File: config.mk
export PLATFORM = sky130hd
export DESIGN_NAME = mem_port_arbiter_flat
export DESIGN_NICKNAME = d
export VERILOG_FILES = /design/src/rtl/mem_port_arbiter_pkg.sv /design/src/rtl/mem_port_arbiter_if.sv /design/src/rtl/mem_port_arbiter_rr_pick2.sv /design/src/rtl/mem_port_arbiter.sv /design/src/flat_wrapper.sv
export SDC_FILE = /design/constraint.sdc
export NUM_CORES = 1
export LEC_CHECK = 0
export ABC_AREA = 1
export BUFFER_PORTS_ARGS = -buffer_cell sky130_fd_sc_hd__clkbuf_2
export CELL_PAD_IN_SITES_DETAIL_PLACEMENT = 1
export CELL_PAD_IN_SITES_GLOBAL_PLACEMENT = 2
export CORE_UTILIZATION = 29
export DETAILED_ROUTE_END_ITERATION = 12
export HOLD_SLACK_MARGIN = 0.15
export PLACE_DENSITY = 0.84
export SLEW_MARGIN = 30
export SYNTH_ARGS = -nofsm -noshare
export SYNTH_HDL_FRONTEND = slang
export SYNTH_HIERARCHICAL = 1
export SYNTH_SLANG_ARGS = --single-unit
File: constraint.sdc
create_clock -name clk -period 2.8 [get_ports clk]
set_clock_uncertainty 0.2 [all_clocks]
set_input_delay 0.28 -clock clk [delete_from_list [all_inputs] [get_ports clk]]
set_output_delay 0.28 -clock clk [all_outputs]
set_load 0.02 [all_outputs]
File: src/rtl/mem_port_arbiter_pkg.sv
// -----------------------------------------------------------------------------
// mem_arb_pkg
// Shared types and constants for the two-master memory port arbiter.
//   state_t : sequencer states (IDLE, ISSUE, RWAIT, RRET)
//   cmd_t   : one memory command {wr, byte_en, addr, wdata}
//   ARB_*   : default widths and read timeout
// -----------------------------------------------------------------------------
package mem_arb_pkg;

    localparam int ARB_AW      = 4;   // word address width of the memory
    localparam int ARB_DW      = 32;  // data width
    localparam int ARB_BW      = 4;   // byte enables, one per data byte
    localparam int ARB_TIMEOUT = 15;  // RWAIT cycles before a read is abandoned

    typedef enum logic [1:0] {
        IDLE  = 2'd0,
        ISSUE = 2'd1,
        RWAIT = 2'd2,
        RRET  = 2'd3
    } state_t;

    typedef struct packed {
        logic              wr;
        logic [ARB_BW-1:0] byte_en;
        logic [ARB_AW-1:0] addr;
        logic [ARB_DW-1:0] wdata;
    } cmd_t;

    // Index of the master that is not idx.
    function automatic logic other_master(input logic idx);
        return ~idx;
    endfunction

endpackage

File: src/rtl/mem_port_arbiter_if.sv
// -----------------------------------------------------------------------------
// mem_port_arbiter_if
// Bundles the two master request/grant/read-return channels and the shared
// memory command port.
//   modport slave  : the arbiter side (takes requests, drives the memory)
//   modport master : the environment side (masters and memory model)
// -----------------------------------------------------------------------------
interface mem_port_arbiter_if #(
    parameter int AW = mem_arb_pkg::ARB_AW,
    parameter int DW = mem_arb_pkg::ARB_DW,
    parameter int BW = mem_arb_pkg::ARB_BW
);
    // master 0
    logic          m0_req;
    logic          m0_wr;
    logic [BW-1:0] m0_byte;
    logic [AW-1:0] m0_addr;
    logic [DW-1:0] m0_wdata;
    logic          m0_gnt;
    logic          m0_rvalid;
    logic [DW-1:0] m0_rdata;
    // master 1
    logic          m1_req;
    logic          m1_wr;
    logic [BW-1:0] m1_byte;
    logic [AW-1:0] m1_addr;
    logic [DW-1:0] m1_wdata;
    logic          m1_gnt;
    logic          m1_rvalid;
    logic [DW-1:0] m1_rdata;
    // memory port
    logic          mem_wr;
    logic          mem_rd;
    logic [BW-1:0] mem_byte;
    logic [AW-1:0] mem_addr;
    logic [DW-1:0] mem_wdata;
    logic          mem_rdata_v;
    logic [DW-1:0] mem_rdata;
    // status
    logic          rd_timeout;

    modport slave (
        input  m0_req, m0_wr, m0_byte, m0_addr, m0_wdata,
        output m0_gnt, m0_rvalid, m0_rdata,
        input  m1_req, m1_wr, m1_byte, m1_addr, m1_wdata,
        output m1_gnt, m1_rvalid, m1_rdata,
        output mem_wr, mem_rd, mem_byte, mem_addr, mem_wdata,
        input  mem_rdata_v, mem_rdata,
        output rd_timeout
    );

    modport master (
        output m0_req, m0_wr, m0_byte, m0_addr, m0_wdata,
        input  m0_gnt, m0_rvalid, m0_rdata,
        output m1_req, m1_wr, m1_byte, m1_addr, m1_wdata,
        input  m1_gnt, m1_rvalid, m1_rdata,
        input  mem_wr, mem_rd, mem_byte, mem_addr, mem_wdata,
        output mem_rdata_v, mem_rdata,
        input  rd_timeout
    );

endinterface

File: src/rtl/mem_port_arbiter_rr_pick2.sv
// -----------------------------------------------------------------------------
// rr_pick2
// Two-way round-robin pick. With a single request that master wins; with
// both requesting, the master named by ptr wins.
//   req   : request vector {m1, m0}
//   ptr   : priority pointer (master favoured on a tie)
//   valid : at least one request present
//   idx   : winning master index
// -----------------------------------------------------------------------------
module rr_pick2 (
    input  logic [1:0] req,
    input  logic       ptr,
    output logic       valid,
    output logic       idx
);

    always_comb begin
        valid = |req;
        idx   = 1'b0;
        if (req == 2'b11) begin
            idx = ptr;
        end else begin
            idx = req[1];
        end
    end

endmodule

File: src/rtl/mem_port_arbiter.sv
// -----------------------------------------------------------------------------
// mem_port_arbiter
// Round-robin arbiter and sequencer letting two masters share one memory
// port. A winning command is issued as a single-cycle strobe together with the
// winner's grant; reads then wait (bounded by TIMEOUT) for mem_rdata_v and
// return the data to the owner with a single-cycle rvalid. Every output comes
// straight from a flop.
//   clk   : clock, rising edge
//   rst_n : asynchronous active-low reset
//   bus   : master request/grant/read-return channels and memory port
// -----------------------------------------------------------------------------
module mem_port_arbiter
    import mem_arb_pkg::*;
#(
    parameter int TIMEOUT = ARB_TIMEOUT
) (
    input  logic               clk,
    input  logic               rst_n,
    mem_port_arbiter_if.slave  bus
);

    localparam int             CW          = $clog2(TIMEOUT + 1);
    localparam logic [CW-1:0]  TIMEOUT_CNT = CW'(TIMEOUT);

    state_t            state_reg,      state_next;
    logic              ptr_reg,        ptr_next;
    logic              owner_reg,      owner_next;
    logic [CW-1:0]     cnt_reg,        cnt_next;
    // Holds the command only during ISSUE, so it is both the memory strobe
    // register and the latch that tells ISSUE whether a read follows.
    cmd_t              issue_reg,      issue_next;
    logic              mem_rd_reg,     mem_rd_next;
    logic [1:0]        gnt_reg,        gnt_next;
    logic [1:0]        rvalid_reg,     rvalid_next;
    logic              rd_timeout_reg, rd_timeout_next;

    logic              cap_en;
    logic [ARB_DW-1:0] cap_data;
    logic [CW-1:0]     cnt_inc;

    logic [1:0]        req_vec;
    logic              pick_valid;
    logic              pick_idx;
    cmd_t [1:0]        req_cmd;
    logic [1:0][ARB_DW-1:0] rdata_all;

    assign req_vec    = {bus.m1_req, bus.m0_req};
    assign req_cmd[0] = '{wr: bus.m0_wr, byte_en: bus.m0_byte,
                          addr: bus.m0_addr, wdata: bus.m0_wdata};
    assign req_cmd[1] = '{wr: bus.m1_wr, byte_en: bus.m1_byte,
                          addr: bus.m1_addr, wdata: bus.m1_wdata};
    assign cnt_inc    = cnt_reg + 1'b1;

    rr_pick2 u_pick (
        .req   (req_vec),
        .ptr   (ptr_reg),
        .valid (pick_valid),
        .idx   (pick_idx)
    );

    // Next-state and next-output logic. Outputs are computed for the state
    // being entered so that they are registered yet line up with that state.
    always_comb begin
        state_next      = state_reg;
        ptr_next        = ptr_reg;
        owner_next      = owner_reg;
        cnt_next        = cnt_reg;
        issue_next      = '0;
        mem_rd_next     = 1'b0;
        gnt_next        = '0;
        rvalid_next     = '0;
        rd_timeout_next = 1'b0;
        cap_en          = 1'b0;
        cap_data        = '0;

        case (state_reg)
            IDLE: begin
                if (pick_valid) begin
                    owner_next         = pick_idx;
                    issue_next         = req_cmd[pick_idx];
                    mem_rd_next        = ~req_cmd[pick_idx].wr;
                    gnt_next[pick_idx] = 1'b1;
                    state_next         = ISSUE;
                end
            end
            ISSUE: begin
                ptr_next = other_master(owner_reg);
                if (issue_reg.wr) begin
                    state_next = IDLE;
                end else begin
                    cnt_next   = '0;
                    state_next = RWAIT;
                end
            end
            RWAIT: begin
                cnt_next = cnt_inc;
                // Data arriving on the last allowed cycle still wins.
                if (bus.mem_rdata_v) begin
                    cap_en                 = 1'b1;
                    cap_data               = bus.mem_rdata;
                    rvalid_next[owner_reg] = 1'b1;
                    state_next             = RRET;
                end else if (cnt_inc == TIMEOUT_CNT) begin
                    cap_en                 = 1'b1;
                    cap_data               = '0;
                    rvalid_next[owner_reg] = 1'b1;
                    rd_timeout_next        = 1'b1;
                    state_next             = RRET;
                end
            end
            RRET: begin
                state_next = IDLE;
            end
            default: begin
                state_next = IDLE;
            end
        endcase
    end

    always_ff @(posedge clk or negedge rst_n) begin
        if (!rst_n) begin
            state_reg      <= IDLE;
            ptr_reg        <= 1'b0;
            owner_reg      <= 1'b0;
            cnt_reg        <= '0;
            issue_reg      <= '0;
            mem_rd_reg     <= 1'b0;
            gnt_reg        <= '0;
            rvalid_reg     <= '0;
            rd_timeout_reg <= 1'b0;
        end else begin
            state_reg      <= state_next;
            ptr_reg        <= ptr_next;
            owner_reg      <= owner_next;
            cnt_reg        <= cnt_next;
            issue_reg      <= issue_next;
            mem_rd_reg     <= mem_rd_next;
            gnt_reg        <= gnt_next;
            rvalid_reg     <= rvalid_next;
            rd_timeout_reg <= rd_timeout_next;
        end
    end

    // Per-master read-data holding registers: only the owner's copy updates,
    // and it keeps its value until that master's next read return.
    genvar gi;
    generate
        for (gi = 0; gi < 2; gi++) begin : g_ret
            logic [ARB_DW-1:0] rdata_reg;
            always_ff @(posedge clk or negedge rst_n) begin
                if (!rst_n) begin
                    rdata_reg <= '0;
                end else if (cap_en && (owner_reg == 1'(gi))) begin
                    rdata_reg <= cap_data;
                end
            end
            assign rdata_all[gi] = rdata_reg;
        end
    endgenerate

    assign bus.mem_wr     = issue_reg.wr;
    assign bus.mem_rd     = mem_rd_reg;
    assign bus.mem_byte   = issue_reg.byte_en;
    assign bus.mem_addr   = issue_reg.addr;
    assign bus.mem_wdata  = issue_reg.wdata;
    assign bus.m0_gnt     = gnt_reg[0];
    assign bus.m1_gnt     = gnt_reg[1];
    assign bus.m0_rvalid  = rvalid_reg[0];
    assign bus.m1_rvalid  = rvalid_reg[1];
    assign bus.m0_rdata   = rdata_all[0];
    assign bus.m1_rdata   = rdata_all[1];
    assign bus.rd_timeout = rd_timeout_reg;

endmodule

File: src/flat_wrapper.sv
// flat-port wrapper written by rule: the top's interface ports become plain ports
module mem_port_arbiter_flat import mem_arb_pkg::*;
#(
    parameter int TIMEOUT = ARB_TIMEOUT
)
  (clk, rst_n, bus_m0_req, bus_m0_wr, bus_m0_byte, bus_m0_addr, bus_m0_wdata, bus_m0_gnt, bus_m0_rvalid, bus_m0_rdata, bus_m1_req, bus_m1_wr, bus_m1_byte, bus_m1_addr, bus_m1_wdata, bus_m1_gnt, bus_m1_rvalid, bus_m1_rdata, bus_mem_wr, bus_mem_rd, bus_mem_byte, bus_mem_addr, bus_mem_wdata, bus_mem_rdata_v, bus_mem_rdata, bus_rd_timeout);
  mem_port_arbiter_if #(.AW(4), .DW(32), .BW(4)) bus_i ();
  input  logic clk;
  input  logic rst_n;
  input wire logic [$bits(bus_i.m0_req)-1:0] bus_m0_req;
  input wire logic [$bits(bus_i.m0_wr)-1:0] bus_m0_wr;
  input wire logic [$bits(bus_i.m0_byte)-1:0] bus_m0_byte;
  input wire logic [$bits(bus_i.m0_addr)-1:0] bus_m0_addr;
  input wire logic [$bits(bus_i.m0_wdata)-1:0] bus_m0_wdata;
  output wire logic [$bits(bus_i.m0_gnt)-1:0] bus_m0_gnt;
  output wire logic [$bits(bus_i.m0_rvalid)-1:0] bus_m0_rvalid;
  output wire logic [$bits(bus_i.m0_rdata)-1:0] bus_m0_rdata;
  input wire logic [$bits(bus_i.m1_req)-1:0] bus_m1_req;
  input wire logic [$bits(bus_i.m1_wr)-1:0] bus_m1_wr;
  input wire logic [$bits(bus_i.m1_byte)-1:0] bus_m1_byte;
  input wire logic [$bits(bus_i.m1_addr)-1:0] bus_m1_addr;
  input wire logic [$bits(bus_i.m1_wdata)-1:0] bus_m1_wdata;
  output wire logic [$bits(bus_i.m1_gnt)-1:0] bus_m1_gnt;
  output wire logic [$bits(bus_i.m1_rvalid)-1:0] bus_m1_rvalid;
  output wire logic [$bits(bus_i.m1_rdata)-1:0] bus_m1_rdata;
  output wire logic [$bits(bus_i.mem_wr)-1:0] bus_mem_wr;
  output wire logic [$bits(bus_i.mem_rd)-1:0] bus_mem_rd;
  output wire logic [$bits(bus_i.mem_byte)-1:0] bus_mem_byte;
  output wire logic [$bits(bus_i.mem_addr)-1:0] bus_mem_addr;
  output wire logic [$bits(bus_i.mem_wdata)-1:0] bus_mem_wdata;
  input wire logic [$bits(bus_i.mem_rdata_v)-1:0] bus_mem_rdata_v;
  input wire logic [$bits(bus_i.mem_rdata)-1:0] bus_mem_rdata;
  output wire logic [$bits(bus_i.rd_timeout)-1:0] bus_rd_timeout;
  assign bus_i.m0_req = bus_m0_req;
  assign bus_i.m0_wr = bus_m0_wr;
  assign bus_i.m0_byte = bus_m0_byte;
  assign bus_i.m0_addr = bus_m0_addr;
  assign bus_i.m0_wdata = bus_m0_wdata;
  assign bus_m0_gnt = bus_i.m0_gnt;
  assign bus_m0_rvalid = bus_i.m0_rvalid;
  assign bus_m0_rdata = bus_i.m0_rdata;
  assign bus_i.m1_req = bus_m1_req;
  assign bus_i.m1_wr = bus_m1_wr;
  assign bus_i.m1_byte = bus_m1_byte;
  assign bus_i.m1_addr = bus_m1_addr;
  assign bus_i.m1_wdata = bus_m1_wdata;
  assign bus_m1_gnt = bus_i.m1_gnt;
  assign bus_m1_rvalid = bus_i.m1_rvalid;
  assign bus_m1_rdata = bus_i.m1_rdata;
  assign bus_mem_wr = bus_i.mem_wr;
  assign bus_mem_rd = bus_i.mem_rd;
  assign bus_mem_byte = bus_i.mem_byte;
  assign bus_mem_addr = bus_i.mem_addr;
  assign bus_mem_wdata = bus_i.mem_wdata;
  assign bus_i.mem_rdata_v = bus_mem_rdata_v;
  assign bus_i.mem_rdata = bus_mem_rdata;
  assign bus_rd_timeout = bus_i.rd_timeout;
  mem_port_arbiter #(.TIMEOUT(TIMEOUT)) u_core (.clk(clk), .rst_n(rst_n), .bus(bus_i));
endmodule
## Word level (Yosys, flattened, before mapping)

Cells that the tools add are included.

| word-level totals | value |
|---|---|
| bits of input ports | 119 |
| register bits | 119 |
| output and inout port bits | 111 |
| logic and storage cells | 69 |

| operators by class | value |
|---|---|
| order comparisons | 4 |
| mux-type cells | 30 |
| $add $sub $neg | 1 |
| reduce and logical (&&, ||, !) cells | 10 |
| bitwise gates (word level) | 2 |
| equality and inequality tests | 8 |

Operator list:

| kind | number |
|---|---|
| two-way mux 41 bit | 4 |
| two-way mux 32 bit | 2 |
| two-way mux 2 bit | 9 |
| two-way mux 1 bit | 10 |
| one-hot mux 2 bit (4 select lines) | 1 |
| one-hot mux 4 bit (2 select lines) | 1 |
| == test 2 bit (second input constant) | 3 |
| AND reduction 2 bit | 3 |
| adder 4 x 1 -> 4 bit (second input constant) | 1 |
| == test 4 bit (second input constant) | 1 |
| logical AND 1 bit | 4 |
| less-than comparator 1 x 2 -> 1 bit (second input constant) | 2 |
| two-way mux 4 bit | 1 |
| inequality test 3 x 2 -> 1 bit (second input constant) | 1 |
| demux 1 bit (select 1 bit) | 2 |
| == test 2 x 1 -> 1 bit (second input constant) | 1 |
| >= comparator 1 bit (second input constant) | 2 |
| zero test 2 bit | 1 |
| inequality test 2 x 1 -> 1 bit (second input constant) | 1 |
| inequality test 2 bit (second input constant) | 1 |
| NOT 1 bit | 2 |
| nonzero test 2 bit | 1 |
| OR reduction 2 bit | 1 |

## Longest topological paths before layout

Gate-level depths: netlist (run 1).

| logic depth | value |
|---|---|
| depth in word-level cells | 8 |
| mapped depth | 11 |
| depth with buffers taken out | 10 |

## Cells and area by module

Netlist (run 1), hierarchy kept.

Modules (own cells, without submodules):

| module | area an instance (µm²) | seq. area each (µm²) | times used | cells each |
|---|---|---|---|---|
| mem_port_arbiter | 4,758.3 | 2,977.9 | 1 | 440 |
| rr_pick2 | 22.5 | 0.0 | 1 | 5 |

## Least setup slack after synthesis (run 1)

Ideal clock, no wire load.

| timing | value |
|---|---|
| path kind | register to register |
| from | register u_core.cnt_reg[0] |
| to | register u_core.g_ret[0].rdata_reg[13], in the netlist u_core/bus.m0_rdata[13] |
| setup time | 0.117 ns |
| arrival time | 1.305 ns |
| cell stages (with the launch flop) | 11 |
| data required time | 2.483 ns |
| clock period less this slack | 1.623 ns |
| path slack | 1.177 ns |
| path buffers | 1 |
| path through | dfrtp_1 ha_1 nand2_1 nand2_2 nor2_2 nand2_2 nand2_4 nand3_4 buf_6 nand2_2 nand2_1 |

| on the way | value |
|---|---|
| longest elaborated chain between the ends | 6 |

Ends and longest elaborated chain:

| item | RTL line | RTL |
|---|---|---|
| from (decl) | mem_port_arbiter.sv:28 | `logic [CW-1:0] cnt_reg, cnt_next;` |
| from (signal assigned) | mem_port_arbiter.sv:135 | `cnt_reg <= cnt_next;` |
| adder 4 x 1 -> 4 bit | mem_port_arbiter.sv:52 | `assign cnt_inc = cnt_reg + 1'b1;` |
| == test 4 bit | mem_port_arbiter.sv:103 | `end else if (cnt_inc == TIMEOUT_CNT) begin` |
| two-way mux 1 bit | mem_port_arbiter.sv:103 |  |
| two-way mux 1 bit | mem_port_arbiter.sv:98 | `if (bus.mem_rdata_v) begin` |
| two-way mux 1 bit | mem_port_arbiter.sv:76 | `case (state_reg)` |
| logical AND 1 bit | mem_port_arbiter.sv:153 | `end else if (cap_en && (owner_reg == 1'(gi))) begin` |
| to (signal assigned) | mem_port_arbiter.sv:154 | `rdata_reg <= cap_data;` |
| to (decl) | mem_port_arbiter.sv:149 | `logic [ARB_DW-1:0] rdata_reg;` |

No other way between the ends.
A chain may end at the register's enable or synchronous reset.

==> key figures, run 1 <==
Run status
  – Status: finished clean

Floorplan
  – Initial Util: 0.299
  – Core box area: 16000 um2
  – # rows: 46
  – Io pins: 230
  – Die Ht: 130 um
  – DIE AREA: 17000 um2
  – Die X: 130 um

Global routing
  – Largest net degree at the start of global routing: 68
  – GRT Util Overall: 0.213
  – First-pass GRT wire length: 27100 um
  – GR Overflow Total: 0
  – Vias in the first global route: 5199
  – Initial antenna violation count: 0

Clock network
  – Clk root buf: clkbuf_16
  – Hold_buf cts: 118
  – Max Root-Sink Buffers: 2
  – TritonCTS clock tree: yes
  – Post-CTS sizing: 0
  – Reg clk slew, reported paths: 0.05 ns
  – Clock Latency Late Sink: 0.41 ns
  – Clock Sinks: 119
  – Post-CTS Setup Inserts: 0
  – H-tree depth: 4
  – Num CTS Buffers: 17

Synth
  – #FFs+latches synth: 119
  – Mean Syn Cell Area: 10.7 um2
  – Adder-cell area share of the yosys netlist: 0.00523
  – Post-synthesis xor/xnor area fraction: 0
  – Mux contribution to synthesized area: 0
  – Synth Instances: 445
  – Post-Synth Simple-Gate Area: 0.228
  – Sequential area share after synthesis: 0.623
  – Compound-Gate Fraction of Synth Area: 0.0822
  – Synth warnings: 6
  – Main combinational cell family by area after synthesis: simple AND/OR/NAND/NOR gates
  – Count of cell types in the netlist: 24
  – Mapped Area: 4780 um2
  – Post-Syn Nets: 566

Timing
  – Slew Limit Fails: 0
  – RSZ-0062 raised after global routing: no
  – Fmax: 404 MHz
  – Final Setup Violations: 0
  – Period utilization: 0.883
  – Hold_ws: 0.170 ns
  – Fin Setup TNS: 0 ns
  – Slew HR: 0.506
  – Least-Margin Pin Slew: 0.738 ns
  – Final hold violations: 0
  – Tmin final: 2.47 ns

Power
  – Pint: 5.03 mW
  – Sw Pwr: 3.24 mW
  – Max rail drop VDD: 0.429 mV
  – Clk network pwr share: 0.274
  – Sw frac: 0.392
  – Pwr Total: 8.27 mW
  – Sequential power share: 0.334
  – Leak: 4.28 nW
  – Power Density: 1060 nW/um2
  – Comb pwr share: 0.392

Worst hold path
  – Worst Hold Class: in -> reg

Drt
  – Drt first pass iters: 4
  – Avg Vias per Cell: 4.73
  – Residual DRC: 0
  – First DRT Iteration DRCs: 188
  – Vias: 4785
  – Routed WL: 17800 um
  – ANT nets after route: 0
  – Mean routed wirelength per cell: 17.5 um

Worst setup path
  – Worst path slowest cell: dlygate4sd3_1
  – WP data required: 2.87 ns
  – CP peak stage delay: 0.59 ns
  – CP most frequent cell: dlygate4sd3_1
  – Sum of buffers and inverters on the critical path: 4
  – CP Capture Type: register
  – Critical path type: in -> reg
  – Worst Setup Start Kind: input port
  – Cells along the critical path: dlygate4sd3_1 > clkbuf_2 > or2_1 > nand2_1 > nor2_2 > buf_4 > a22o_1 > dlygate4sd3_1
  – WP data arrival: 2.55 ns
  – Family with the most delay on the worst path: buffers and inverters
  – Crit path max fanout: 41

Layout
  – Filler cell count: 1824
  – Area Growth Syn to Fin: 64.0%
  – Nets: 905
  – # diodes: 0
  – Core Util, Final: 0.490
  – Proportion of layout cells with a drive suffix above 1: 0.359

Place
  – Buffers on Ports: 229
  – Post-DP HPWL: 10900 um
  – Placer Congestion: 0.784

Job
  – Max_cap viols: 0
power by group through the flow:
stage | clock, mW | combinational, mW | sequential [mW]
global placement | 0 | 2.82 | 2.76
global route | 2.39 | 3.53 | 2.83
finish | 2.27 | 3.24 | 2.76
CTS | 2.32 | 3.22 | 2.75
detailed placement | 0 | 2.91 | 2.78
floorplan | 0 | 1.19 | 3.41
worst paths after layout:
kind,start,endpoint,slack (ns),cells after the start
worst max-delay path,bus_m0_req,u_core/bus.mem_byte[2]$_DFF_PN0_,0.33,8
worst min-delay path,bus_m1_req,u_core/state_reg[0]$_DFFE_PN0P_,0.17,4
worst max register to register,u_core/state_reg[0]$_DFFE_PN0P_,u_core/bus.mem_byte[2]$_DFF_PN0_,0.42,6
worst min register to register,u_core/bus.m0_rdata[10]$_DFFE_PN0P_,u_core/bus.m0_rdata[10]$_DFFE_PN0P_,0.27,2
max in group asynchronous,rst_n,u_core/bus.m0_rdata[25]$_DFFE_PN0P_,1.04,3
min in group asynchronous,rst_n,u_core/bus.m0_rdata[31]$_DFFE_PN0P_,0.28,3
per-layer routing:
| metal | vias up | track usage | part of all wire |
|---|---|---|---|
| met5 | - | 0 | 0 |
| met4 | 0 | 0.0737 | 0.018 |
| li1 | 2213 | - | - |
| met1 | 2340 | 0.244 | 0.41 |
| met2 | 209 | 0.372 | 0.49 |
| met3 | 23 | 0.0688 | 0.074 |
cells in the mapped netlist:
library cell,instances,area (um2)
nand2_1,132,495
dfrtp_1,119,2980
nand4_1,65,407
a22o_1,40,350
inv_1,13,48.8
clkbuf_1,12,45.0
nand2_2,12,75.1
buf_6,10,113
buf_2,9,45.0
nor2_1,5,18.8
o21ai_0,5,25.0
buf_4,4,30.0
nand3_1,4,20.0
ha_1,2,25.0
nand3_4,2,35.0
nor2_2,2,12.5
o22ai_1,2,12.5
a21oi_1,1,5.00
clkinv_1,1,3.75
inv_2,1,3.75
inv_4,1,6.26
nand2_4,1,11.3
or2_1,1,6.26
or2_4,1,8.76
through the flow:
stage	worst slack (ns)	instances	cell area [um2]
floorplan	1.18	445	4780
global placement	0.755	863	6040
detailed placement	0.646	863	6040
CTS	0.418	1012	7840
global route	0.270	1012	7840
finish	0.327	1012	7840
worst reg2reg max path, delay by kind of cell (launching register included):
kind	cells	cell delay (ns)
and+or+nand+nor	3	0.46
DFF	1	0.39
buffers and inverters	2	0.98
AOI/OAI and AO/OA	1	0.29
cell families (layout without fill, tap and decap cells):
group                      count (synthesis)  in the layout
buffers and inverters                     51            402
AOI/OAI and AO/OA                         48             48
adders and majority gates                  2              2
DFF                                      119            119
and+or+nand+nor                          225            225
final cells by class:
class                           instances  area (um2)  area share
Clock buffer                           24         502      0.0640
Clock inverter                          7         116      0.0148
Inverter                               16        62.6     0.00798
Multi-Input combinational cell        275        1510       0.192
Sequential cell                       119        2980       0.380
Tap cell                              216         270      0.0345
Timing Repair Buffer                  355        2400       0.306
cell usage in the layout (no fill, tap or decap), drive strengths merged:
master         n
a21oi          1
a22o          40
buf            9
bufinv         3
clkbuf       252
clkinv         4
clkinvlp       1
dfrtp        119
dlygate4sd3  118
ha             2
inv           15
nand2        145
nand3          6
nand4         65
nor2           7
o21ai          5
o22ai          2
or2            2
(Power assumes the default switching activity.)
==> run 2, diff against run 1 <==
CORE_UTILIZATION = 24   (was 29)
PLACE_DENSITY = 0.74   (was 0.84)
clock period = 2.1 ns   (was 2.8 ns; I/O delays follow)
==> run 2 against run 1 <==
Critical path type is now reg -> reg. Die area is 21% higher. Sequential cell count stayed put. Critical endpoint is now u_core/bus.m1_rdata[24]$_DFFE_PN0P_. Combinational power is 30% higher. First-iteration DRC count is 7.4% lower.
==> key figures, run 2 (synthesis gave the netlist of run 1 again) <==
Timing
  – Tmin final: 1.87 ns
  – Worst Slack Setup Final: 0.230 ns
  – Fin Setup TNS: 0 ns
  – Least-Margin Pin Slew: 0.654 ns
  – RSZ-0062 raised after global routing: no
  – Slew HR: 0.564
  – Fmax: 535 MHz
  – Slew Limit Fails: 0
  – Period utilization: 0.890
  – Final Setup Violations: 0
  – Final hold violations: 0

Run status
  – Status: finished clean

Layout
  – Area Growth Syn to Fin: 66.5%
  – Proportion of layout cells with a drive suffix above 1: 0.363
  – Core Util, Final: 0.408
  – Highest-count cells in the layout ignoring fill and taps: clkbuf_2 (228), nand2_1 (132), dlygate4sd3_1 (119), dfrtp_1 (119), nand4_1 (65)
  – Most common cell after layout, fill and taps aside: clkbuf_2
  – # diodes: 0
  – Nets: 912

Clock network
  – Clk root buf: clkbuf_16
  – H-tree depth: 4
  – Clock Latency Late Sink: 0.40 ns
  – Num CTS Buffers: 17
  – Max Root-Sink Buffers: 2
  – Clock Sinks: 119
  – Reg clk slew, reported paths: 0.05 ns
  – Post-CTS Setup Inserts: 0
  – TritonCTS clock tree: yes

Drt
  – ANT nets after route: 0
  – Vias: 4763
  – Routed WL: 18400 um
  – Residual DRC: 0
  – First DRT Iteration DRCs: 174
  – Mean routed wirelength per cell: 17.3 um
  – Drt first pass iters: 4
  – Avg Vias per Cell: 4.46

Worst setup path
  – R2r startpoint: u_core/cnt_reg[1]$_DFFE_PN0P_
  – CP Launch Point: u_core/cnt_reg[1]$_DFFE_PN0P_
  – WP data arrival: 1.96 ns
  – Worst R2R Setup Slack: 0.23 ns
  – CP Capture Type: register
  – Crit path max fanout: 17
  – WP data required: 2.19 ns
  – Worst Setup Start Kind: register
  – Critical path type: reg -> reg

Floorplan
  – Core box area: 19500 um2
  – Io pins: 230
  – Die Ht: 143 um
  – # rows: 51
  – Die X: 143 um
  – Initial Util: 0.245
  – DIE AREA: 20500 um2

Power
  – Max rail drop VDD: 0.525 mV
  – Comb pwr share: 0.391
  – Sequential power share: 0.340
  – Sw Pwr: 4.34 mW
  – Clk network pwr share: 0.269
  – Leak: 4.22 nW
  – Pint: 6.45 mW
  – Sw frac: 0.402
  – Power Density: 1350 nW/um2

Place
  – Placer Congestion: 0.800
  – Pre-CTS setup slack: 0.112 ns
  – Buffers on Ports: 229
  – Post-DP HPWL: 11300 um

Job
  – Max_cap viols: 0

Global routing
  – First-pass GRT wire length: 28600 um
  – GR Overflow Total: 0
  – Vias in the first global route: 5178
  – Largest net degree at the start of global routing: 120
  – Initial antenna violation count: 0
  – GRT Util Overall: 0.185

Worst hold path
  – Worst Hold Class: in -> async
run 2: cell count changes in the layout (fill, tap and decap cells not counted):
cell	delta
buf_4	+3
clkinv_2	+2
clkbuf_1	+1
clkbuf_8	-1
bufinv_16	-1
nand3_4	+1
clkinv_4	-1
buf_12	+2
dlygate4sd3_1	+1
clkinvlp_4	+1
run 2: metrics by stage:
stage / area, um2 / hold WS [ns] / cells / power, mW
4_1_cts: 7940 / 0.276 / 1068 / 10.9
6_report: 7960 / 0.241 / 1069 / 10.8
3_3_place_gp: 6160 / 0.147 / 917 / 7.57
5_1_grt: 7960 / 0.294 / 1069 / 11.5
2_1_floorplan: 4780 / -0.286 / 445 / 6.14
3_5_place_dp: 6160 / 0.166 / 917 / 7.71
run 2: critical path, cell delays in order (launching register included):
cell	delay [ns]
dfrtp_1	0.42
ha_1	0.22
nand2_1	0.09
nand2_2	0.08
nor2_2	0.09
nand2_2	0.07
nand2_4	0.11
nand3_4	0.25
nand2_1	0.15
nand2_1	0.06
run 2: worst paths after layout:
kind / cells after the start / to
worst min register to register: 2 / u_core/bus.m0_rdata[27]$_DFFE_PN0P_
max in group asynchronous: 3 / u_core/bus.mem_addr[2]$_DFF_PN0_
worst max register to register: 9 / u_core/bus.m1_rdata[24]$_DFFE_PN0P_
worst max-delay path: 9 / u_core/bus.m1_rdata[24]$_DFFE_PN0P_
min in group clk: 2 / u_core/bus.m0_rdata[27]$_DFFE_PN0P_
worst min-delay path: 3 / u_core/bus.m0_rdata[27]$_DFFE_PN0P_
run 2: final cells by class:
cell class              instances  area, um2
fillers                      2247      11600
inverters                      16       62.6
well taps                     265        332
flip-flops and latches        119       2980
clock inverters                 8       95.1
multi-input cells             276       1530
repair buffers                361       2470
clock buffers                  24        492
run 2: what timing repair did:
item                       CTS  global route
setup endpoints to repair    0            31
hold endpoints to repair   228             0
gates resized for setup      0             1
hold buffers               119             0
run 2: routing by layer:
layer,routed length [um],track usage
met2,8900,0.310
met5,0,0
met4,394,0.0707
met3,1270,0.0520
met1,7870,0.224
run 2: power by group through the flow:
stage                     Combinational [mW]  Clock, mW  Sequential, mW
after global routing                    4.62       3.09            3.77
after global placement                  3.90          0            3.66
final                                   4.22       2.90            3.67
after detailed placement                4.02          0            3.69
after floorplan                         1.59          0            4.55
after CTS                               4.21       3.00            3.66
